==> config.mk <==
export PLATFORM = sky130hd
export DESIGN_NAME = frame_sequencer
export DESIGN_NICKNAME = d
export VERILOG_FILES = /design/src/rtl/frame_sequencer_pkg.sv /design/src/rtl/frame_sequencer_raster_counter.sv /design/src/rtl/frame_sequencer.sv
export SDC_FILE = /design/constraint.sdc
export NUM_CORES = 1
export LEC_CHECK = 0
export ABC_AREA = 1
export CAP_MARGIN = 10
export CORE_ASPECT_RATIO = 0.7
export CORE_MARGIN = 3
export CORE_UTILIZATION = 49
export CTS_CLUSTER_SIZE = 12
export DETAILED_ROUTE_END_ITERATION = 7
export GPL_TIMING_DRIVEN = 0
export PLACE_DENSITY_LB_ADDON = 0.12
export REMOVE_ABC_BUFFERS = 1
export SYNTH_ARGS = -nofsm -noshare
export SYNTH_HDL_FRONTEND = slang
export SYNTH_SLANG_ARGS = --single-unit
==> constraint.sdc <==
create_clock -name clk -period 2 [get_ports clk]
set_input_delay 0.5 -clock clk [delete_from_list [all_inputs] [get_ports clk]]
set_output_delay 0.5 -clock clk [all_outputs]
set_load 0.1 [all_outputs]
==> src/rtl/frame_sequencer_pkg.sv <==
// Shared definitions for the frame sequencer: controller state encoding and
// default frame geometry used by the top and the raster counter.
package frame_sequencer_pkg;

  typedef enum logic [2:0] {
    IDLE,
    STREAM,
    FLUSH,
    STAT_SET,
    STAT_WAIT,
    STAT_OUT,
    DONE
  } state_t;

  localparam int DEF_FRAME_WIDTH  = 640;
  localparam int DEF_FRAME_HEIGHT = 480;
  localparam int DEF_LOC_SIZE     = 32;
  localparam int DEF_LBL_WIDTH    = 10;
  localparam int DEF_PIXEL_SIZE   = 24;
  localparam int DEF_STAT_LAT     = 2;

endpackage

==> src/rtl/frame_sequencer_raster_counter.sv <==
// Raster position counter: x wraps at the row width and carries into y; y is
// left free-running so positions past the last row stay meaningful.
module raster_counter
  import frame_sequencer_pkg::*;
#(
  parameter int FRAME_WIDTH = DEF_FRAME_WIDTH,
  parameter int LOC_SIZE    = DEF_LOC_SIZE
) (
  input  logic                clk,
  input  logic                reset_n,
  input  logic                clear_i,
  input  logic                advance_i,
  output logic [LOC_SIZE-1:0] x_o,
  output logic [LOC_SIZE-1:0] y_o
);

  localparam logic [LOC_SIZE-1:0] X_LAST = LOC_SIZE'(FRAME_WIDTH - 1);

  logic [LOC_SIZE-1:0] x_q, x_d;
  logic [LOC_SIZE-1:0] y_q, y_d;

  always_comb begin
    x_d = x_q;
    y_d = y_q;
    if (clear_i) begin
      x_d = '0;
      y_d = '0;
    end else if (advance_i) begin
      if (x_q == X_LAST) begin
        x_d = '0;
        y_d = y_q + LOC_SIZE'(1);
      end else begin
        x_d = x_q + LOC_SIZE'(1);
      end
    end
  end

  always_ff @(posedge clk or negedge reset_n) begin
    if (!reset_n) begin
      x_q <= '0;
      y_q <= '0;
    end else begin
      x_q <= x_d;
      y_q <= y_d;
    end
  end

  assign x_o = x_q;
  assign y_o = y_q;

endmodule

==> src/rtl/frame_sequencer.sv <==
// Frame controller: streams one frame of pixels into the detection pipeline,
// drains it with flush cycles, then reads out per-object statistics records.
module frame_sequencer
  import frame_sequencer_pkg::*;
#(
  parameter int FRAME_WIDTH  = DEF_FRAME_WIDTH,
  parameter int FRAME_HEIGHT = DEF_FRAME_HEIGHT,
  parameter int LOC_SIZE     = DEF_LOC_SIZE,
  parameter int LBL_WIDTH    = DEF_LBL_WIDTH,
  parameter int PIXEL_SIZE   = DEF_PIXEL_SIZE,
  parameter int FLUSH_CYCLES = 2 * FRAME_WIDTH + 16,
  parameter int STAT_LAT     = DEF_STAT_LAT
) (
  input  logic                  clk,
  input  logic                  reset_n,
  input  logic                  start,
  input  logic                  in_valid,
  output logic                  in_ready,
  input  logic [PIXEL_SIZE-1:0] in_data,
  output logic                  en,
  output logic [LOC_SIZE-1:0]   x,
  output logic [LOC_SIZE-1:0]   y,
  output logic [PIXEL_SIZE-1:0] data,
  output logic [LBL_WIDTH-1:0]  obj_id,
  input  logic [LBL_WIDTH-1:0]  num_labels,
  input  logic [LOC_SIZE-1:0]   obj_area,
  input  logic [LOC_SIZE-1:0]   obj_x,
  input  logic [LOC_SIZE-1:0]   obj_y,
  output logic                  stat_valid,
  input  logic                  stat_ready,
  output logic [LBL_WIDTH-1:0]  stat_id,
  output logic [LOC_SIZE-1:0]   stat_area,
  output logic [LOC_SIZE-1:0]   stat_x,
  output logic [LOC_SIZE-1:0]   stat_y,
  output logic                  busy,
  output logic                  done
);

  localparam int FLUSH_W = $clog2(FLUSH_CYCLES + 1);
  localparam int LAT_W   = $clog2(STAT_LAT + 1);
  localparam logic [LOC_SIZE-1:0] LAST_PIX   = LOC_SIZE'(FRAME_WIDTH * FRAME_HEIGHT - 1);
  localparam logic [FLUSH_W-1:0]  LAST_FLUSH = FLUSH_W'(FLUSH_CYCLES - 1);
  localparam logic [LAT_W-1:0]    LAST_LAT   = LAT_W'(STAT_LAT - 1);

  state_t                state_q, state_d;
  logic [LOC_SIZE-1:0]   pix_cnt_q, pix_cnt_d;
  logic [FLUSH_W-1:0]    flush_cnt_q, flush_cnt_d;
  logic [LAT_W-1:0]      lat_cnt_q, lat_cnt_d;
  logic [LBL_WIDTH-1:0]  obj_id_q, obj_id_d;
  logic [LBL_WIDTH-1:0]  num_labels_q, num_labels_d;
  logic [LBL_WIDTH-1:0]  stat_id_q, stat_id_d;
  logic [LOC_SIZE-1:0]   stat_area_q, stat_area_d;
  logic [LOC_SIZE-1:0]   stat_x_q, stat_x_d;
  logic [LOC_SIZE-1:0]   stat_y_q, stat_y_d;
  logic                  raster_clear;

  raster_counter #(
    .FRAME_WIDTH(FRAME_WIDTH),
    .LOC_SIZE   (LOC_SIZE)
  ) u_raster (
    .clk      (clk),
    .reset_n  (reset_n),
    .clear_i  (raster_clear),
    .advance_i(en),
    .x_o      (x),
    .y_o      (y)
  );

  always_comb begin
    state_d      = state_q;
    pix_cnt_d    = pix_cnt_q;
    flush_cnt_d  = flush_cnt_q;
    lat_cnt_d    = lat_cnt_q;
    obj_id_d     = obj_id_q;
    num_labels_d = num_labels_q;
    stat_id_d    = stat_id_q;
    stat_area_d  = stat_area_q;
    stat_x_d     = stat_x_q;
    stat_y_d     = stat_y_q;
    in_ready     = 1'b0;
    en           = 1'b0;
    data         = '0;
    raster_clear = 1'b0;
    unique case (state_q)
      IDLE: begin
        if (start) begin
          raster_clear = 1'b1;
          pix_cnt_d    = '0;
          flush_cnt_d  = '0;
          lat_cnt_d    = '0;
          obj_id_d     = '0;
          state_d      = STREAM;
        end
      end
      STREAM: begin
        in_ready = 1'b1;
        en       = in_valid;
        data     = in_data;
        if (in_valid) begin
          pix_cnt_d = pix_cnt_q + LOC_SIZE'(1);
          if (pix_cnt_q == LAST_PIX) begin
            flush_cnt_d = '0;
            state_d     = FLUSH;
          end
        end
      end
      FLUSH: begin
        en          = 1'b1;
        flush_cnt_d = flush_cnt_q + FLUSH_W'(1);
        if (flush_cnt_q == LAST_FLUSH) begin
          num_labels_d = num_labels;
          if (num_labels == '0) begin
            state_d = DONE;
          end else begin
            obj_id_d = LBL_WIDTH'(1);
            state_d  = STAT_SET;
          end
        end
      end
      STAT_SET: begin
        lat_cnt_d = '0;
        state_d   = STAT_WAIT;
      end
      STAT_WAIT: begin
        // The stats block answers STAT_LAT cycles after obj_id moved (entry to STAT_SET).
        if (lat_cnt_q == LAST_LAT) begin
          stat_id_d   = obj_id_q;
          stat_area_d = obj_area;
          stat_x_d    = obj_x;
          stat_y_d    = obj_y;
          state_d     = STAT_OUT;
        end else begin
          lat_cnt_d = lat_cnt_q + LAT_W'(1);
        end
      end
      STAT_OUT: begin
        if (stat_ready) begin
          if (obj_id_q == num_labels_q) begin
            state_d = DONE;
          end else begin
            obj_id_d = obj_id_q + LBL_WIDTH'(1);
            state_d  = STAT_SET;
          end
        end
      end
      DONE: begin
        state_d = IDLE;
      end
      default: begin
        state_d = IDLE;
      end
    endcase
  end

  always_ff @(posedge clk or negedge reset_n) begin
    if (!reset_n) begin
      state_q      <= IDLE;
      pix_cnt_q    <= '0;
      flush_cnt_q  <= '0;
      lat_cnt_q    <= '0;
      obj_id_q     <= '0;
      num_labels_q <= '0;
      stat_id_q    <= '0;
      stat_area_q  <= '0;
      stat_x_q     <= '0;
      stat_y_q     <= '0;
    end else begin
      state_q      <= state_d;
      pix_cnt_q    <= pix_cnt_d;
      flush_cnt_q  <= flush_cnt_d;
      lat_cnt_q    <= lat_cnt_d;
      obj_id_q     <= obj_id_d;
      num_labels_q <= num_labels_d;
      stat_id_q    <= stat_id_d;
      stat_area_q  <= stat_area_d;
      stat_x_q     <= stat_x_d;
      stat_y_q     <= stat_y_d;
    end
  end

  assign obj_id     = obj_id_q;
  assign stat_valid = (state_q == STAT_OUT);
  assign stat_id    = stat_id_q;
  assign stat_area  = stat_area_q;
  assign stat_x     = stat_x_q;
  assign stat_y     = stat_y_q;
  assign busy       = (state_q != IDLE);
  assign done       = (state_q == DONE);

endmodule

## Word level (Yosys, flattened, before mapping)

Index checks and enable logic that the tools add are counted.

- Muxes and demuxes: 36
- Equal/unequal tests: 20
- Add/subtract/negate cells: 6
- Reduce and logical (&&, ||, !) cells: 17

Operators by type and width:

| kind | count |
|---|---|
| two-way mux 32 bit | 8 |
| adder 32 x 1 -> 32 bit, second input constant | 3 |
| one-hot mux 32 bit (2 select lines) | 1 |
| two-way mux 10 bit | 5 |
| two-way mux 11 bit | 3 |
| one-hot mux 11 bit (3 select lines) | 1 |
| equality test 32 x 10 -> 1 bit, second input constant | 1 |
| equality test 32 x 19 -> 1 bit, second input constant | 1 |
| one-hot mux 10 bit (3 select lines) | 1 |
| two-way mux 24 bit | 1 |
| two-way mux 3 bit | 8 |
| one-hot mux 3 bit (6 select lines) | 1 |
| != test 2 bit, second input constant | 8 |
| AND reduction 6 bit | 2 |
| nonzero test 3 bit | 4 |
| adder 11 x 1 -> 11 bit, second input constant | 1 |
| equality test 11 bit, second input constant | 1 |
| adder 10 x 1 -> 10 bit, second input constant | 1 |
| equality test 10 bit | 1 |
| logical NOT 10 bit | 1 |
| equality test 3 bit, second input constant | 3 |
| equality test 3 x 2 -> 1 bit, second input constant | 2 |
| one-hot mux 2 bit (3 select lines) | 1 |
| AND reduction 2 bit | 3 |
| other kinds (11) | 17 |

- Register bits: 238
- Word-level logic and storage cells: 91
- Output and inout bits: 209

## Longest topological paths before layout

- Depth in word-level cells: 4
- Depth in mapped cells: 12
- Depth with buffers taken out: 11

## Cells and area by module

From an unflattened synthesis, not the netlist that was laid out.

- Cells, all modules: 1859
- Area, all modules: 13233.9 um^2

Modules (own cells, without submodules):

| module | area each (um^2) | cells each | instances |
|---|---|---|---|
| frame_sequencer | 8762.2 | 1168 | 1 |
| raster_counter | 4471.8 | 691 | 1 |

## Least setup slack after synthesis

No wires, ideal clock.

- Path type: reg-to-output
- Start point: register state_q[2]
- End point: output port done
- Path buffers: 1
- Setup slack: -1108 ps
- Stages on the path, launching flop included: 4
- Arrival time: 2608 ps
- Path through: dfrtp_1 > buf_4 > inv_1 > nor3_1

- Cells in the longest elaborated chain, start to end: 1

Ends and longest elaborated chain:

| what | line | source |
|---|---|---|
| start: declaration | frame_sequencer.sv:45 | `state_t state_q, state_d;` |
| start signal: assignment | frame_sequencer.sv:168 | `state_q <= state_d;` |
| equality test 3 bit | frame_sequencer.sv:188 | `assign done = (state_q == DONE);` |
| end: declaration | frame_sequencer.sv:36 | `output logic done` |

No other way between the ends.

## Worst setup path in the final report

- Start point: register state_q[1]
- End point: output port data[7]

- Cells in the longest elaborated chain, start to end: 2

Ends and longest elaborated chain:

| what | line | source |
|---|---|---|
| equality test 3 x 1 -> 1 bit | frame_sequencer.sv:84 | `unique case (state_q)` |
| two-way mux 24 bit | frame_sequencer.sv:84 |  |
| end: declaration | frame_sequencer.sv:23 | `output logic [PIXEL_SIZE-1:0] data,` |

No other way between the ends.

==> impl_results.md <==
- Crit-path max FO: 7
- Highest Signal Layer: met4
- Design Power: 9.68 mW
- Initial drt markers: 1316
- Worst hold path class: in2async
- Maximum number of pins on one net before global-route repair: 116
- Initial antenna violation count: 2
- Kind of critical path: reg2out
- Share of layout cells above drive strength 1: 0.234
- H-tree Lvls: 1
- Clock Tree Buf Depth: 3
- GRT Total Usage: 0.300
- M1 WL: 20500 µm
- Worst setup margin: -522 ps
- DPL Wire Length: 28300 µm
- Fmax: 397 MHz
- Gate count after technology mapping: 1824
- Post-synth EDFFs: 0
- Status: complete, but fails checks
- Final hold violation count: 0
- Switching Share: 0.219
- Worst-path clk slew: 70 ps
- Grt ovf: 0
- Area growth, synth to finish: 51.0%
- Worst R2R Setup Slack: -240 ps
- Part of the power in combinational logic: 0.044
- First-pass GRT wire length: 69900 µm
- Cts bufs inserted: 25
- First-pass DRT Iterations: 6
- Failing checks: setup timing
- Pint: 7.56 mW
- Critical Path Max Stage Delay: 460 ps
- Fraction of registers with async set/reset: 1.00
- CP Cell Sequence: inv_4, nand2_4, nor2_4, buf_12, clkinvlp_4, buf_6, nor2_4, buf_12
- Die Y: 142 µm
- Yosys cell types: 39
- Port buffer count: ~340
- CTS root buffer: clkbuf_16
- Final setup viols: 99
- Met3 WL: 4770 µm
- Row cnt: slightly below 50
- Cell count of the worst reg-to-reg path: 15
- Top delay family on crit path: buffers and inverters
- Post-synthesis sequential area ratio: 0.460
- Startpoint Class: flip-flop
- Nature of the critical path endpoint: output port
- CTS tree: yes
- Post-Syn Area: 12900 µm²
- Die area: 28400 µm²
- Drc violations: 0
- Crit path max-delay cell type: dfrtp_2
- Nets@finish: 2402
- Vias per cell: ~5.4
- Fin crit share: 1.26
- Pins Over Slew Limit: 0
- Flops & latches, synth: 238
- Detailed Route WL: 47900 µm
- Crit path launch: state_q[1]
- CP endpoint: data[7]
- VDD IR max: 0.570 mV
- Via Count: ~14000
- Top FF cell, synth: dfrtp_1
- Leakage power: 8.80 nW
- Syn. warnings: 0
- Die width: between 200 and 250 µm
- Fin Clk Skew: about 15 ps
- # IOs: 344
- Worst Path Buf+Inv: 5
- Vias in the first global route: 12700
- Worst skew pair latency: 540 ps
- Instance count on the critical path: 8
- Synth Area per Inst: 7.10 µm²
- Core Region: between 20000 and 30000 µm²
- Relative slew slack: 0.575
- RSZ-0062 raised after global routing: yes
- TritonCTS Sinks: 238
- Max cap viols: 0
- Filler cells: around 1900
- DR WL met2: 21400 µm
- Net Sw Power: ~2.1 mW
- Required @ worst endpoint: around 1500 ps
- Fin util: 0.757
- Min cycle time layout: 2520 ps
- PwrDens: 495 nW/µm²
- Wirelength per Cell: 18.2 µm
- Routed Antenna Nets: 0
- Reg power frac: 0.498
- RR Endpoint: u_raster.x_o[10]
- Initial Util: 0.502
- Worst r2r src: state_q[1]
- Clk pwr share: 0.459
- Gp weighted congestion: 0.923
- Arrival time worst endpoint: 2020 ps
- Slew @ Worst Pin: approximately 640 ps
==> layout make-up <==
class	instances	area [µm²]	share of cell area
inverters	162	649	0.0332
repair buffers	449	4800	0.246
diodes	2	5.00	0.000256
multi-input cells	1381	6900	0.353
well taps	357	447	0.0229
clock buffers	33	676	0.0346
flip-flops and latches	238	5960	0.305
clock inverters	6	70.1	0.00359
repair inverters	4	33.8	0.00173
==> metal layers <==
metal  track usage  up-vias
li1              -     6619
met1         0.439     6770
met2         0.471      759
met3        0.0562       96
met4        0.0687        0
met5             0        -
==> power groups by stage <==
| stage | Combinational [mW] | Clock, mW | Sequential [mW] |
|---|---|---|---|
| 2_1_floorplan | 0.0186 | 0 | 4.91 |
| 3_3_place_gp | 0.384 | 0 | 4.91 |
| 3_5_place_dp | 0.402 | 0 | 4.91 |
| 4_1_cts | 0.417 | 4.48 | 4.82 |
| 5_1_grt | 0.460 | 4.71 | 4.81 |
| 6_report | 0.423 | 4.44 | 4.82 |
==> flip-flops by register name (all words and copies together), names as in the netlist, 10 cells and up <==
register      cells
u_raster.y_o     32
flush_cnt_q      11
obj_id           10
u_raster.x_o     32
stat_area        32
pix_cnt_q        32
stat_y           32
num_labels_q     10
stat_x           32
stat_id          10
==> cell usage after synthesis, types with 2 or more instances <==
cell type,n,area [µm²]
nand3_1,106,531
nand2_1,754,2830
or2_2,11,68.8
o21ai_2,5,43.8
o31ai_1,2,15.0
nor4_1,2,12.5
nor3b_1,2,15.0
a21oi_1,18,90.1
inv_1,155,582
nor2_2,7,43.8
buf_4,10,75.1
nor2_4,4,45.0
nand3_2,6,60.1
nand4_1,54,338
ha_1,6,75.1
nand2_4,4,45.0
xnor2_1,12,105
xor2_1,17,149
nor2_1,235,882
dfrtp_1,238,5960
nor3_1,18,90.1
buf_2,31,155
clkbuf_1,10,37.5
buf_6,8,90.1
nand2_2,6,37.5
mux2_2,2,22.5
o21ai_0,57,285
inv_2,7,26.3
o21ai_1,22,110
nor3_2,6,60.1
==> through the flow <==
| step | TNS, ps | instance area [µm²] | worst slack [ps] | cells | hold slack [ps] |
|---|---|---|---|---|---|
| 5_1_grt | -30290 | 19500 | -579 | 2632 | 481 |
| 3_3_place_gp | -2782550 | 16500 | -10010 | 2463 | 461 |
| 3_5_place_dp | -200130 | 16600 | -1690 | 2468 | 459 |
| 6_report | -23840 | 19500 | -522 | 2632 | 463 |
| 4_1_cts | -11130 | 18200 | -447 | 2561 | 475 |
| 2_1_floorplan | -177470 | 12600 | -1730 | 1763 | 204 |
==> cells by family after synthesis <==
logic type / count (synthesis) / synth area share
AO/OA/AOI/OAI: 108 / 0.0443
XOR/XNOR: 29 / 0.0196
adder cells (fa/ha/maj): 6 / 0.00580
buffers and inverters: 223 / 0.0753
flip-flops: 238 / 0.460
multiplexers: 2 / 0.00174
AND/OR/NAND/NOR: 1218 / 0.393
==> cells in the final DEF (no fill, tap or decap), drive strengths merged, types with 54 or more instances in the layout <==
cell type	Yosys	layout
o21ai	84	84
nor2	246	247
buf	50	188
clkbuf	11	59
nand3	113	116
clkdlybuf4s50	0	132
nand2	764	778
dfrtp	238	238
inv	162	162
clkdlybuf4s15	0	84
nand4	54	54
==> what timing repair did <==
item,in CTS,in global routing
cloned,17,12
hold endpoints to repair,54,0
hold buffers,1,0
buffers inserted,36,57
gates resized for setup,1022,230
pin swaps,9,26
endpoints found under the setup margin,431,190
==> worst min path at each step <==
stage | start | to | slack [ps] | depth (start not counted)
after global routing | obj_area[7] | stat_area[7] | 480 | 3
after global placement | stat_x[27] | stat_x[27] | 460 | 2
after floorplan | reset_n | flush_cnt_q[0] | 200 | 0
after CTS | obj_area[7] | stat_area[7] | 480 | 3
after detailed placement | reset_n | stat_area[14] | 460 | 1
final | reset_n | stat_area[14] | 460 | 2
Note: power is estimated with default switching activity, not from simulation.
